**config.mk**
```make
export PLATFORM = sky130hd
export DESIGN_NAME = sar_conv_ctrl
export DESIGN_NICKNAME = d
export VERILOG_FILES = /design/src/rtl/sar_pkg.sv /design/src/rtl/sar_result_buf.sv /design/src/rtl/sar_conv_ctrl.sv
export SDC_FILE = /design/constraint.sdc
export NUM_CORES = 1
export LEC_CHECK = 0
export BUFFER_PORTS_ARGS = -buffer_cell sky130_fd_sc_hd__buf_2
export CORE_ASPECT_RATIO = 1.4
export CORE_MARGIN = 1
export CORE_UTILIZATION = 54
export DETAILED_ROUTE_END_ITERATION = 8
export PLACE_DENSITY = 0.79
export RECOVER_POWER = 50
export SETUP_SLACK_MARGIN = 0.05
export SLEW_MARGIN = 20
export SYNTH_ARGS = -nofsm -noshare
export SYNTH_HDL_FRONTEND = slang
export SYNTH_SLANG_ARGS = --single-unit
```
**constraint.sdc**
```tcl
create_clock -name clk -period 1.8 [get_ports clk]
set_input_delay 0.09 -clock clk [delete_from_list [all_inputs] [get_ports clk]]
set_output_delay 0.09 -clock clk [all_outputs]
set_load 0.02 [all_outputs]
```
**src/rtl/sar_pkg.sv**
```systemverilog
// Shared definitions for the SAR conversion sequencer.
//   sar_state_e    : sequencer states (IDLE, SAMPLE, CONVERT)
//   NBITS_DEF      : default converter resolution
//   sample_cnt_w() : width of the track/hold cycle counter
//   bit_idx_w()    : width of the bit-trial index
//   midscale()     : first trial code, only the MSB set
package sar_pkg;

  typedef enum logic [1:0] {
    ST_IDLE    = 2'd0,
    ST_SAMPLE  = 2'd1,
    ST_CONVERT = 2'd2
  } sar_state_e;

  localparam int NBITS_DEF         = 8;
  localparam int SAMPLE_CYCLES_DEF = 2;

  // The counter must be able to hold SAMPLE_CYCLES-1.
  function automatic int sample_cnt_w(input int sample_cycles);
    return (sample_cycles > 1) ? $clog2(sample_cycles + 1) : 1;
  endfunction

  function automatic int bit_idx_w(input int nbits);
    return (nbits > 1) ? $clog2(nbits) : 1;
  endfunction

  function automatic logic [31:0] midscale(input int nbits);
    return 32'd1 << (nbits - 1);
  endfunction

endpackage

```
**src/rtl/sar_result_buf.sv**
```systemverilog
// One-entry output register for finished conversion codes.
//   clk, rst_ni       : clock, asynchronous active-low reset
//   load_i, data_i    : a new code from the sequencer, written on this edge
//   ready_i           : consumer accepts the held code
//   clr_i             : clears the sticky overrun flag
//   data_o, valid_o   : held code and its valid flag
//   overrun_o         : sticky, a held code was overwritten before it was read
//
// Handshake: the code in data_o is transferred on any rising edge where
// valid_o && ready_i; valid_o never drops without that transfer, and a
// load on the same edge replaces the transferred code and keeps valid_o high.
module sar_result_buf #(
  parameter int W = 8
) (
  input  logic         clk,
  input  logic         rst_ni,
  input  logic         load_i,
  input  logic [W-1:0] data_i,
  input  logic         ready_i,
  input  logic         clr_i,
  output logic [W-1:0] data_o,
  output logic         valid_o,
  output logic         overrun_o
);

  logic [W-1:0] data_q;
  logic         valid_q;
  logic         overrun_q;

  always_ff @(posedge clk or negedge rst_ni) begin
    if (!rst_ni) begin
      data_q    <= '0;
      valid_q   <= 1'b0;
      overrun_q <= 1'b0;
    end else begin
      if (load_i) begin
        data_q  <= data_i;
        valid_q <= 1'b1;
      end else if (valid_q && ready_i) begin
        valid_q <= 1'b0;
      end
      // A held code that is not being taken this edge gets lost; the set
      // takes priority over a simultaneous clear so no loss goes unreported.
      if (load_i && valid_q && !ready_i) begin
        overrun_q <= 1'b1;
      end else if (clr_i) begin
        overrun_q <= 1'b0;
      end
    end
  end

  assign data_o    = data_q;
  assign valid_o   = valid_q;
  assign overrun_o = overrun_q;

endmodule

```
**src/rtl/sar_conv_ctrl.sv**
```systemverilog
// Conversion sequencer for a successive-approximation ADC.
//   clk, reset     : conversion clock, asynchronous active-low reset
//   start          : conversion request, only honoured in IDLE
//   cmp_in         : comparator, 1 = Vin >= DAC(trial code), keep the bit
//   sample         : track/hold switch, 1 = track
//   dac_code       : trial code for the DAC
//   busy           : high while sampling or converting
//   result         : last completed code
//   result_valid   : result holds an unread code
//   result_ready   : consumer takes result when result_valid is high
//   overrun        : sticky, a code was overwritten before it was read
//   overrun_clr    : synchronous clear of overrun
//   state_dbg      : current sequencer state
module sar_conv_ctrl
  import sar_pkg::*;
#(
  parameter int NBITS         = NBITS_DEF,
  parameter int SAMPLE_CYCLES = SAMPLE_CYCLES_DEF
) (
  input  logic             clk,
  input  logic             reset,
  input  logic             start,
  input  logic             cmp_in,
  output logic             sample,
  output logic [NBITS-1:0] dac_code,
  output logic             busy,
  output logic [NBITS-1:0] result,
  output logic             result_valid,
  input  logic             result_ready,
  output logic             overrun,
  input  logic             overrun_clr,
  output sar_state_e       state_dbg
);

  localparam int               SCW       = sample_cnt_w(SAMPLE_CYCLES);
  localparam int               IW        = bit_idx_w(NBITS);
  localparam logic [NBITS-1:0] MID       = NBITS'(midscale(NBITS));
  localparam logic [SCW-1:0]   SAMP_LAST = SCW'(SAMPLE_CYCLES - 1);
  localparam logic [IW-1:0]    IDX_MSB   = IW'(NBITS - 1);

  sar_state_e       state_q;
  logic [SCW-1:0]   samp_cnt_q;
  logic [IW-1:0]    bit_idx_q;
  logic [NBITS-1:0] trial_q;
  logic             sample_q;
  logic             busy_q;

  logic [NBITS-1:0] trial_d;
  logic [IW-1:0]    idx_m1;
  logic             code_done;

  assign idx_m1    = bit_idx_q - 1'b1;
  assign code_done = (state_q == ST_CONVERT) && (bit_idx_q == '0);

  // Next trial: latch the decision into the bit under test and raise the
  // next lower bit. When the LSB is under test this is the finished code.
  always_comb begin
    trial_d            = trial_q;
    trial_d[bit_idx_q] = cmp_in;
    if (bit_idx_q != '0) begin
      trial_d[idx_m1] = 1'b1;
    end
  end

  always_ff @(posedge clk or negedge reset) begin
    if (!reset) begin
      state_q    <= ST_IDLE;
      samp_cnt_q <= '0;
      bit_idx_q  <= IDX_MSB;
      trial_q    <= MID;
      sample_q   <= 1'b0;
      busy_q     <= 1'b0;
    end else begin
      case (state_q)
        ST_IDLE: begin
          if (start) begin
            state_q    <= ST_SAMPLE;
            samp_cnt_q <= '0;
            sample_q   <= 1'b1;
            busy_q     <= 1'b1;
          end
        end
        ST_SAMPLE: begin
          if (samp_cnt_q == SAMP_LAST) begin
            state_q   <= ST_CONVERT;
            sample_q  <= 1'b0;
            bit_idx_q <= IDX_MSB;
            trial_q   <= MID;
          end else begin
            samp_cnt_q <= samp_cnt_q + 1'b1;
          end
        end
        ST_CONVERT: begin
          if (bit_idx_q == '0) begin
            // Finished code leaves through the result buffer on this edge.
            trial_q   <= MID;
            bit_idx_q <= IDX_MSB;
            if (start) begin
              state_q    <= ST_SAMPLE;
              samp_cnt_q <= '0;
              sample_q   <= 1'b1;
            end else begin
              state_q <= ST_IDLE;
              busy_q  <= 1'b0;
            end
          end else begin
            trial_q   <= trial_d;
            bit_idx_q <= idx_m1;
          end
        end
        default: begin
          state_q    <= ST_IDLE;
          samp_cnt_q <= '0;
          bit_idx_q  <= IDX_MSB;
          trial_q    <= MID;
          sample_q   <= 1'b0;
          busy_q     <= 1'b0;
        end
      endcase
    end
  end

  sar_result_buf #(
    .W(NBITS)
  ) u_result_buf (
    .clk      (clk),
    .rst_ni   (reset),
    .load_i   (code_done),
    .data_i   (trial_d),
    .ready_i  (result_ready),
    .clr_i    (overrun_clr),
    .data_o   (result),
    .valid_o  (result_valid),
    .overrun_o(overrun)
  );

  assign sample    = sample_q;
  assign dac_code  = trial_q;
  assign busy      = busy_q;
  assign state_dbg = state_q;

endmodule

```
==> run summary <==
Outcome = finished, final reports clean
Core area = 0.00247 sq mm
DRT Pass-1 Iters = 4
#FFs+latches synth = 27
CP Launch Type = flop
Share of cells above drive strength 1 = 24.6%
Nets@finish = 177
Syn Area/Cell = 10.5 sq um
HP Class = in -> reg
Post-Route WL = 3020 microns
Skew-Pair Late Insertion Delay = 340 ps
Post-synth top area cell = dfrtp_1
CTS Sinks = 27
Root buf cell = clkbuf_4
Pins Over Slew Limit = 0
Post-CTS setup buffer count = 0
Via density = 5.77
Grt ovf = 0
CTS tree = yes
Worst-margin pin slew = 1460 ps
IO buf count = 27
Diode count = 0
Row cnt = 21
Clock Skews = 14.5 ps
Fin crit period = 1710 ps
DP Wirelength = 2190 microns
Ys flop type = dfrtp_1
Count of final setup violators = 0
Distinct cells, synth = 41
Mapped Nets = 148
Worst reg2reg path startpoint = bit_idx_q[1]$_DFFE_PN1P_
First-pass GRT wire length = 4970 microns
MaxCap Viol Count = 0
Via count = 1160
R2R depth = 5
Synth top area share = 39.4%
I/O pin cnt = 28
Placed Instances = 195
Crit share post-route = 94.8%
Signal arrival time at the worst endpoint = 1930 ps
Synth cell count leaders = dfrtp_1, nand2_1, nor2_1, inv_1, mux2i_1
Required time of the critical path = 2030 ps
DRC = 0
Initial antenna violation count = 0
Async set-reset flop share out of synthesis = 100%
Die area = 0.00292 sq mm
Setup crit start = bit_idx_q[1]$_DFFE_PN1P_
CTS max path bufs = 2
GPL Wtd Cong = 0.937
Sequential element share of the synthesized area = 46.6%
Achievable Freq = 586 MHz
FF-to-FF setup slack = 90 ps
Initial core utilization = 59.2%
Total GRT Usage = 23.5%
Post-synth EDFFs = 0
Avg WL per Cell = 15.0 microns
Worst Setup EP = dac_code[5]$_DFFE_PN0P_
Die Y = 63.6 microns
Gate Count Post-Synth = 139
Number of global-route vias before repair = 1096
WS Path Type = reg -> reg
Syn-to-layout area delta = 11.5%
Reg2reg end = dac_code[5]$_DFFE_PN0P_
Synthesized area = 0.00146 sq mm
Worst-path clk slew = 160 ps
Htree depth = 1
CP endpoint kind = flop
Iteration-0 DRC Markers = 31
Crit Path Max Fanout = 9
Total CTS buffers = 3
Total Power = 0.00229 W
Cell with the most instances after synthesis = dfrtp_1
VDD IR-drop max = 955 uV
Final Hold Viols = 0
Synthesis Warnings = 0
Slew headroom = 2.61%
Die width = 46.0 microns
PwrDens = 1410 mW/mm^2
Final antenna-violating net count = 0
Largest net degree at the start of global routing = 28
Finished Layout Cells = 201
Synth area leaders = dfrtp_1, dfstp_2, mux2i_1, buf_6, o221ai_1
Pleak = 0.720 nW
RSZ-0062 raised after global routing = yes
TNS Setup = 0 ps
worst min-delay path by stage:
stage	from	endpoint	slack, ps	depth (start not counted)
CTS	result_ready	u_result_buf.valid_o$_DFFE_PN0P_	30	3
global route	result_ready	u_result_buf.valid_o$_DFFE_PN0P_	6	3
detailed placement	reset	u_result_buf.data_o[3]$_DFFE_PN0P_	120	1
finish	result_ready	u_result_buf.valid_o$_DFFE_PN0P_	20	3
floorplan	reset	busy$_DFFE_PN0P_	-210	0
global placement	reset	u_result_buf.data_o[3]$_DFFE_PN0P_	120	1
metal layers:
| layer | GRT usage, % | wire (microns) | vias to the layer above |
|---|---|---|---|
| li1 | - | - | 550 |
| met1 | 26.7 | 1220 | 552 |
| met2 | 38.7 | 1530 | 45 |
| met3 | 2.58 | 114 | 13 |
| met4 | 15.8 | 155 | 0 |
| met5 | 0 | 0 | - |
state kept, by name, summed over array words and instances (netlist names):
signal	flops
state_dbg	2
u_result_buf.valid_o	1
u_result_buf.overrun_o	1
u_result_buf.data_o	8
bit_idx_q	3
busy	1
sample	1
samp_cnt_q	2
dac_code	8
critical path, stage by stage (launching register included):
cell and delay, ps:
dfstp_2 640, inv_1 100, ha_1 250, nor3b_2 190, nor2_1 260, o221ai_1 170
layout by cell type (no fill, tap or decap), types with 2 or more instances in the layout:
master	Yosys	routed
ha_1	3	3
dlygate4sd3_1	0	2
mux2_2	2	2
nor2b_1	3	3
buf_2	1	15
o22ai_1	3	3
o21ai_0	4	4
nand3_1	3	3
and2b_1	2	2
inv_1	9	9
nand3b_1	2	2
o221ai_1	6	6
buf_4	0	3
nor3b_1	4	3
mux2i_1	9	9
nor3_2	1	2
clkbuf_4	0	3
clkbuf_1	1	12
nand2_1	13	13
a21oi_2	4	4
nor2_1	10	10
dfstp_2	4	4
dfrtp_1	23	23
o211ai_1	2	2
a21oi_1	5	5
layout make-up:
| type | count | area (sq um) |
|---|---|---|
| Clock buffer | 3 | 22.5 |
| Clock inverter | 1 | 7.51 |
| Fill cell | 230 | 841 |
| Inverter | 9 | 33.8 |
| Multi-Input combinational cell | 95 | 679 |
| Sequential cell | 27 | 681 |
| Tap cell | 34 | 42.5 |
| Timing Repair Buffer | 32 | 163 |
report_power, final:
part	total (W)	leakage (nW)	switching [W]	internal, W
Clock	0.000275	0.0139	0.000189	0.0000854
Sequential	0.000925	0.323	0.000145	0.000780
Combinational	0.00109	0.383	0.000659	0.000432
per-stage QoR:
stage / instance area (sq um) / util, % / worst slack, ps / hold slack (ps)
floorplan: 1460 / - / 182 / -206
global placement: 1580 / 64.0 / 133 / 122
detailed placement: 1580 / 64.0 / 55.8 / 125
CTS: 1640 / 66.3 / 79.4 / 26.7
global route: 1630 / 66.0 / 23.2 / 6.25
finish: 1630 / 66.0 / 94.3 / 24.0
cells by family (layout without fill, tap and decap cells):
| group | count (synthesis) | in the layout | share of synthesized area [%] |
|---|---|---|---|
| xor gates and xnor gates | 1 | 1 | 0.599 |
| buffers and inverters | 17 | 45 | 7.79 |
| muxes | 11 | 11 | 7.71 |
| AOI/OAI and AO/OA | 32 | 32 | 15.8 |
| adders and majority gates | 3 | 3 | 2.57 |
| DFF | 27 | 27 | 46.6 |
| and+or+nand+nor | 48 | 48 | 18.9 |
timing repair:
action	4_1_cts	5_1_grt
pin swaps	0	0
endpoints found under the setup margin	1	8
hold buffers	2	0
gates resized for setup	1	2
endpoints found under the hold margin	24	0
Note: power is estimated with default switching activity, not from simulation.
